<file path="src/rtl/fp_pkg.sv">
// Shared definitions for the single-precision add arbiter: FSM states,
// exponent limits, canonical encodings and the packed result bundle.
package fp_pkg;

  typedef enum logic [2:0] {
    IDLE  = 3'd0,
    ALIGN = 3'd1,
    ADD   = 3'd2,
    NORM  = 3'd3,
    PACK  = 3'd4,
    RESP  = 3'd5
  } fsm_state_t;

  localparam logic [7:0]  EXP_BIAS    = 8'd127;
  localparam logic [7:0]  EXP_MAX     = 8'd255;
  localparam logic [31:0] FP_POS_ZERO = 32'h0000_0000;
  localparam logic [31:0] FP_POS_INF  = 32'h7F80_0000;

  typedef struct packed {
    logic [31:0] bits;
    logic        ovf;
    logic        unf;
  } fp_res_t;

endpackage

</file>
<file path="src/rtl/fp_add_core.sv">
// Iterative single-precision adder datapath. The controlling FSM steps it
// through operand load, alignment, add and one-bit-per-cycle normalization.
module fp_add_core
  import fp_pkg::*;
(
  input  logic        clk,
  input  logic        load,
  input  logic        align_en,
  input  logic        add_en,
  input  logic        norm_en,
  input  logic [31:0] a,
  input  logic [31:0] b,
  output logic        add_done,
  output logic        norm_last,
  output fp_res_t     res
);

  localparam logic signed [9:0] EXP_TOP = $signed({2'b00, EXP_MAX});

  // Saturating pack: infinities and exponent overflow clamp to signed inf,
  // exponent underflow flushes to signed zero, exact zero is always +0.
  function automatic fp_res_t pack_sat(
    input logic               sign,
    input logic signed [9:0]  exp,
    input logic [23:0]        mag,
    input logic               inf,
    input logic               inf_sign
  );
    fp_res_t r;
    r.bits = FP_POS_ZERO;
    r.ovf  = 1'b0;
    r.unf  = 1'b0;
    if (inf) begin
      r.bits = FP_POS_INF | {inf_sign, 31'd0};
      r.ovf  = 1'b1;
    end else if (mag == 24'd0) begin
      r.bits = FP_POS_ZERO;
    end else if (exp >= EXP_TOP) begin
      r.bits = FP_POS_INF | {sign, 31'd0};
      r.ovf  = 1'b1;
    end else if (exp <= 10'sd0) begin
      r.bits = {sign, 31'd0};
      r.unf  = 1'b1;
    end else begin
      r.bits = {sign, exp[7:0], mag[22:0]};
    end
    return r;
  endfunction

  logic [31:0]        op_a_p0, op_b_p0;
  logic               sign_big_p1, sign_sml_p1, inf_p1, inf_sign_p1;
  logic [23:0]        mant_big_p1, mant_sml_p1;
  logic signed [9:0]  exp_p1;
  logic               sign_p2;
  logic [23:0]        mag_p2;
  logic signed [9:0]  exp_p2;

  logic [7:0]         exp_a, exp_b, exp_big, exp_diff;
  logic [23:0]        mant_a, mant_b, mant_big, mant_sml, mant_sml_sh;
  logic               a_ge, sign_big, sign_sml, is_inf, inf_sign;

  // p0 -> p1: unpack and align the smaller-exponent operand
  always_comb begin
    exp_a       = op_a_p0[30:23];
    exp_b       = op_b_p0[30:23];
    mant_a      = (exp_a == 8'd0) ? 24'd0 : {1'b1, op_a_p0[22:0]};
    mant_b      = (exp_b == 8'd0) ? 24'd0 : {1'b1, op_b_p0[22:0]};
    a_ge        = (exp_a >= exp_b);
    exp_big     = a_ge ? exp_a : exp_b;
    exp_diff    = a_ge ? (exp_a - exp_b) : (exp_b - exp_a);
    mant_big    = a_ge ? mant_a : mant_b;
    mant_sml    = a_ge ? mant_b : mant_a;
    sign_big    = a_ge ? op_a_p0[31] : op_b_p0[31];
    sign_sml    = a_ge ? op_b_p0[31] : op_a_p0[31];
    mant_sml_sh = (exp_diff > 8'd24) ? 24'd0 : (mant_sml >> exp_diff);
    is_inf      = (exp_a == EXP_MAX) | (exp_b == EXP_MAX);
    inf_sign    = (exp_a == EXP_MAX) ? op_a_p0[31] : op_b_p0[31];
  end

  logic               eff_sub, big_ge, add_sign;
  logic [24:0]        sum;
  logic [23:0]        add_mag;
  logic signed [9:0]  add_exp;

  // p1 -> p2: sign-magnitude add, single carry renormalization
  always_comb begin
    eff_sub  = sign_big_p1 ^ sign_sml_p1;
    big_ge   = (mant_big_p1 >= mant_sml_p1);
    add_sign = big_ge ? sign_big_p1 : sign_sml_p1;
    if (!eff_sub)
      sum = {1'b0, mant_big_p1} + {1'b0, mant_sml_p1};
    else if (big_ge)
      sum = {1'b0, mant_big_p1} - {1'b0, mant_sml_p1};
    else
      sum = {1'b0, mant_sml_p1} - {1'b0, mant_big_p1};
    add_mag  = sum[24] ? sum[24:1] : sum[23:0];
    add_exp  = sum[24] ? (exp_p1 + 10'sd1) : exp_p1;
    add_done = inf_p1 | add_mag[23] | (add_mag == 24'd0);
  end

  always_ff @(posedge clk) begin
    if (load) begin
      op_a_p0 <= a;
      op_b_p0 <= b;
    end
    if (align_en) begin
      sign_big_p1 <= sign_big;
      sign_sml_p1 <= sign_sml;
      mant_big_p1 <= mant_big;
      mant_sml_p1 <= mant_sml_sh;
      exp_p1      <= $signed({2'b00, exp_big});
      inf_p1      <= is_inf;
      inf_sign_p1 <= inf_sign;
    end
    if (add_en) begin
      sign_p2 <= add_sign;
      mag_p2  <= add_mag;
      exp_p2  <= add_exp;
    end else if (norm_en) begin
      mag_p2  <= {mag_p2[22:0], 1'b0};
      exp_p2  <= exp_p2 - 10'sd1;
    end
  end

  // p2 -> result: normalization status and saturating pack
  always_comb begin
    norm_last = mag_p2[22];
    res       = pack_sat(sign_p2, exp_p2, mag_p2, inf_p1, inf_sign_p1);
  end

endmodule

</file>
<file path="src/rtl/fp_add_arbiter.sv">
// Two-requester round-robin front end sharing one iterative FP adder,
// with a held response until the consumer takes it.
module fp_add_arbiter
  import fp_pkg::*;
#(
  parameter logic PRIORITY_INIT = 1'b0
)
(
  input  logic        clk,
  input  logic        rst_n,
  input  logic        req0_valid,
  input  logic        req1_valid,
  output logic        req0_ready,
  output logic        req1_ready,
  input  logic [31:0] req0_a,
  input  logic [31:0] req0_b,
  input  logic [31:0] req1_a,
  input  logic [31:0] req1_b,
  output logic        rsp_valid,
  input  logic        rsp_ready,
  output logic [31:0] rsp_result,
  output logic        rsp_id,
  output logic        rsp_overflow,
  output logic        rsp_underflow,
  output logic        busy
);

  fsm_state_t  state_q, state_d;
  logic        ptr_q;
  logic        both, pick1, grant0, grant1, accept;
  logic [31:0] op_a, op_b;
  logic        align_en, add_en, norm_en;
  logic        core_add_done, core_norm_last;
  fp_res_t     core_res;

  // Grants are gated by rst_n so readies drop the instant reset asserts.
  always_comb begin
    both   = req0_valid & req1_valid;
    pick1  = both ? ptr_q : req1_valid;
    grant0 = rst_n & (state_q == IDLE) & req0_valid & ~pick1;
    grant1 = rst_n & (state_q == IDLE) & req1_valid & pick1;
    accept = grant0 | grant1;
    op_a   = grant1 ? req1_a : req0_a;
    op_b   = grant1 ? req1_b : req0_b;
  end

  always_ff @(posedge clk or negedge rst_n) begin
    if (!rst_n)
      state_q <= IDLE;
    else
      state_q <= state_d;
  end

  always_comb begin
    state_d = state_q;
    case (state_q)
      IDLE:    if (accept) state_d = ALIGN;
      ALIGN:   state_d = ADD;
      ADD:     state_d = core_add_done ? PACK : NORM;
      NORM:    if (core_norm_last) state_d = PACK;
      PACK:    state_d = RESP;
      RESP:    if (rsp_ready) state_d = IDLE;
      default: state_d = IDLE;
    endcase
  end

  always_comb begin
    req0_ready = grant0;
    req1_ready = grant1;
    align_en   = (state_q == ALIGN);
    add_en     = (state_q == ADD);
    norm_en    = (state_q == NORM);
    rsp_valid  = (state_q == RESP);
    busy       = (state_q != IDLE);
  end

  // Pointer only rotates on contended grants; response fields latch in PACK.
  always_ff @(posedge clk or negedge rst_n) begin
    if (!rst_n) begin
      ptr_q         <= PRIORITY_INIT;
      rsp_id        <= 1'b0;
      rsp_result    <= FP_POS_ZERO;
      rsp_overflow  <= 1'b0;
      rsp_underflow <= 1'b0;
    end else begin
      if (accept && both)
        ptr_q <= ~ptr_q;
      if (accept)
        rsp_id <= grant1;
      if (state_q == PACK) begin
        rsp_result    <= core_res.bits;
        rsp_overflow  <= core_res.ovf;
        rsp_underflow <= core_res.unf;
      end
    end
  end

  fp_add_core u_core (
    .clk       (clk),
    .load      (accept),
    .align_en  (align_en),
    .add_en    (add_en),
    .norm_en   (norm_en),
    .a         (op_a),
    .b         (op_b),
    .add_done  (core_add_done),
    .norm_last (core_norm_last),
    .res       (core_res)
  );

endmodule

</file>
<file path="config.mk">
export PLATFORM = sky130hd
export DESIGN_NAME = fp_add_arbiter
export DESIGN_NICKNAME = d
export VERILOG_FILES = /design/src/rtl/fp_pkg.sv /design/src/rtl/fp_add_core.sv /design/src/rtl/fp_add_arbiter.sv
export SDC_FILE = /design/constraint.sdc
export NUM_CORES = 1
export LEC_CHECK = 0
export CAP_MARGIN = 20
export CELL_PAD_IN_SITES_DETAIL_PLACEMENT = 1
export CELL_PAD_IN_SITES_GLOBAL_PLACEMENT = 1
export CORE_ASPECT_RATIO = 1.1
export CORE_UTILIZATION = 44
export CTS_CLUSTER_DIAMETER = 100
export CTS_CLUSTER_SIZE = 24
export DETAILED_ROUTE_END_ITERATION = 8
export PLACE_DENSITY = 0.85
export SYNTH_ARGS = -nofsm -noshare
export SYNTH_HDL_FRONTEND = slang
export SYNTH_SLANG_ARGS = --single-unit
</file>
<file path="constraint.sdc">
create_clock -name clk -period 6.1 [get_ports clk]
set_input_delay 0.61 -clock clk [delete_from_list [all_inputs] [get_ports clk]]
set_output_delay 0.61 -clock clk [all_outputs]
set_load 0.05 [all_outputs]
</file>
==> flow_summary.json <==
{
  "numCtsBuffers": 17,
  "synth_top_family_by_area": "compound AO/OA/AOI/OAI gates",
  "worstPathCellList": "inv_1 -> ha_1 -> a21oi_2 -> nor3_1 -> o31a_1 -> o31ai_4 -> nand2_4 -> a2111oi_0 -> o21ai_4 -> nor3_1 -> nand4_1 -> xor2_1 -> o21ai_0",
  "maxCapViolations": 0,
  "ctsRootBufferMaster": "clkbuf_16",
  "area_growth_pct": 17.88,
  "start_kind": "flip-flop",
  "cp.required_ns": 6.28,
  "rsz0062_at_grt": "false",
  "synth_xor_area_share_pct": 2.710,
  "report.final.slew_viol_count": 0,
  "utilization_pct": 52.66,
  "cp-end-kind": "flip-flop",
  "slew_headroom_pct": 29.58,
  "ys_types": 76,
  "ant_nets": 0,
  "finish.instance_area_um2": 17530,
  "top_layer_used": "met4",
  "clkTransAtPathRegs_ns": 0.09,
  "synth_nets": 1993,
  "reg2reg_depth": 13,
  "synth_enable_flop_cells": 159,
  "first_pass_iters": 5,
  "fin_nets": 2103,
  "dr.first_iter.drc_count": 990,
  "slowest_delay_ns": 0.79,
  "synth_top_flop_cell": "edfxtp_1",
  "die_area_um2": 34530,
  "finClkSkew_ns": 0.01942,
  "worst_slew_pin_slew_ns": 1.054,
  "cp.arrival_ns": 5.23,
  "fp.dieW_um": 177.3,
  "final_cell_mix": "368 x nand2_1, 170 x clkdlybuf4s50_1, 159 x edfxtp_1",
  "p_sw_share_pct": 53.12,
  "avgSynthCellArea_um2": 8.429,
  "tns_ns": 0,
  "crit_type": "flip-flop to flip-flop",
  "place_hpwl_mm": 39.07,
  "syn_area_um2": 14870,
  "status": "finished clean",
  "max_freq_ghz": 0.1977,
  "drc": 0,
  "post_cts_resized": 0,
  "wl_met1_mm": 21.29,
  "routed_wl_mm": 49.52,
  "r2r-start": "u_core.mant_sml_p1[6]$_SDFFCE_PP0P_",
  "finalHoldViolCount": 0,
  "combPwrFrac_pct": 65.0,
  "synth-simple-area-share_pct": 20.44,
  "clock_power_share_pct": 11.5,
  "antenna_cells": 0,
  "critPathTopFamily": "compound AO/OA/AOI/OAI gates",
  "start_util_pct": 44.67,
  "num_io_pins": 172,
  "net-switching-power_mw": 5.437,
  "synthAdderAreaFrac_pct": 8.331,
  "pwr-share-seq_pct": 23.5,
  "grt_util_all_layers_pct": 28.92,
  "p_int_mw": 4.798,
  "port_buffers": 171,
  "wl_met3_mm": 1.810,
  "grt_pass1_wl_mm": 78.18,
  "synth-async-reset-ratio_pct": 19.70,
  "r2r_slack_ns": 1.04,
  "place_area_um2": 16900,
  "ys_seq_area_share_pct": 38.68,
  "yosys_warnings": 0,
  "grt-ovfl-total": 0,
  "avgRoutedWirePerCell_um": 21.35,
  "max-vdd-ir-drop_mv": 0.2740,
  "vias": 13721,
  "grt_max_degree": 67,
  "routabilityCongestion": 0.9525,
  "cts_setup_buffers": 0,
  "layoutNonFillerInstCount": 2319,
  "clk_latency_ns": 0.46,
  "path_buf_inv": 1,
  "vias_per_cell": 5.917,
  "crit_fanout": 18,
  "cpMostUsedCell": "nor3_1",
  "synth_mux_area_share_pct": 3.837,
  "fin_crit_ns": 5.057,
  "layout_commonest_cell": "nand2_1",
  "cts.sinks": 198,
  "synth_seq_cells": 198,
  "coreArea_um2": 33280,
  "drive_gt1_share_pct": 4.822,
  "min_path_type": "input port to async pin",
  "setup_violations": 0,
  "grt_pass1_vias": 14392,
  "leakage_nw": 7.195,
  "crit_path_top_delay_cell": "o31ai_4",
  "antenna_found_initial": 0,
  "powerDensity_nw_per_um2": 583.9,
  "synth_compound_area_share_pct": 20.45,
  "cts_tree": "done",
  "clockBufferDepth": 2,
  "dieHeight_um": 194.8,
  "reg2reg_to": "u_core.exp_p2[7]$_DFFE_PP_",
  "wl_met2_mm": 24.68,
  "finalCritPeriodShare_pct": 82.90,
  "dp.cells": 2287,
  "h-tree-depth": 4,
  "row_count": 70,
  "synthCells": 1764,
  "ctsHoldBuffers": 0,
  "cp.depth": 13
}
==> layer usage <==
metal,up-vias,track usage (%)
met4,0,11.08
met3,84,2.680
met5,-,0
met1,6744,36.81
li1,6511,-
met2,382,50.30
==> per-stage QoR <==
stage / setup slack [ns] / hold slack [ns] / power (mW)
CTS: 1.043 / 0.3153 / 10.16
finish: 1.043 / 0.2935 / 10.23
global placement: 1.252 / 0.4597 / 8.832
floorplan: 0.5542 / 0.3144 / 6.843
global route: 0.6987 / 0.3625 / 10.80
detailed placement: 1.082 / 0.4808 / 8.942
==> state kept, by name, summed over array words and instances (netlist names) <==
register / flops
u_core.sign_sml_p1: 1
u_core.inf_p1: 1
rsp_id: 1
u_core.mant_big_p1: 24
u_core.sign_big_p1: 1
rsp_underflow: 1
u_core.mag_p2: 24
u_core.mant_sml_p1: 24
rsp_result: 32
u_core.exp_p1: 8
ptr_q: 1
u_core.op_a_p0: 32
u_core.exp_p2: 10
u_core.inf_sign_p1: 1
u_core.sign_p2: 1
state_q: 3
rsp_overflow: 1
u_core.op_b_p0: 32
==> cells in the mapped netlist (9+ instances only) <==
cell,number,area [µm²]
o31ai_1,14,105.1
a31oi_1,32,200.2
nand3_1,48,240.2
nor2b_1,16,100.1
buf_2,18,90.09
edfxtp_1,159,4775
ha_1,91,1139
nor2_1,121,454.2
o211ai_1,20,150.1
o21ai_0,124,620.6
o21a_1,12,90.09
nor3_1,31,155.2
and2_1,11,68.82
xnor2_1,27,236.5
mux2i_1,48,480.5
nor4_1,22,137.6
nand4_1,25,156.4
a22oi_1,13,97.59
a21oi_1,114,570.6
xor2_1,19,166.4
a21o_1,14,105.1
and3_1,9,56.30
o21bai_1,15,112.6
dfrtp_1,39,975.9
inv_1,105,394.1
a22o_1,25,219.0
a211o_1,9,78.83
nand2b_1,11,68.82
clkbuf_1,70,262.8
a211oi_1,17,127.6
nand2_1,369,1385
==> power groups by stage <==
stage               logic (mW)  clock network (mW)  registers (mW)
floorplan                 4.18                   0            2.66
global placement          6.44                   0            2.39
detailed placement        6.51                   0            2.44
CTS                       6.55                1.20            2.41
global route              7.10                1.23            2.46
finish                    6.65                1.18            2.41
==> how the worst max path moves through the flow <==
stage,slack (ns),startpoint,end
global placement,1.25,u_core.mant_sml_p1[6]$_SDFFCE_PP0P_,u_core.exp_p2[6]$_DFFE_PP_
global route,0.70,u_core.mant_sml_p1[6]$_SDFFCE_PP0P_,u_core.exp_p2[5]$_DFFE_PP_
detailed placement,1.08,u_core.mant_sml_p1[6]$_SDFFCE_PP0P_,u_core.exp_p2[7]$_DFFE_PP_
floorplan,0.55,state_q[0]$_DFFE_PN0P_,u_core.exp_p1[0]$_DFFE_PP_
CTS,1.04,u_core.mant_sml_p1[6]$_SDFFCE_PP0P_,u_core.exp_p2[7]$_DFFE_PP_
finish,1.04,u_core.mant_sml_p1[6]$_SDFFCE_PP0P_,u_core.exp_p2[7]$_DFFE_PP_
==> logic make-up after synthesis <==
| family | after synthesis |
|---|---|
| AOI/OAI and AO/OA | 470 |
| xor gates and xnor gates | 46 |
| adders and majority gates | 96 |
| buffers and inverters | 207 |
| DFF | 198 |
| muxes | 56 |
| and+or+nand+nor | 691 |
==> worst register-to-register path, delay by kind of cell, from the launching register on <==
kind,cells,cell delay [ns]
compound gates,6,2.60
simple gates,4,1.00
fa+ha+maj,1,0.51
flops,1,0.42
xor+xnor,1,0.18
buf+inv,1,0.07
==> area by class of cell <==
class	count	area, µm²
fill	3937	15760
multi-input combinational	1359	8346
sequential	198	5751
timing repair buffer	192	1864
tap	432	540.5
clock buffer	17	425.4
inverter	106	397.9
clock inverter	15	202.7
Power figures use the tool's default switching activity.
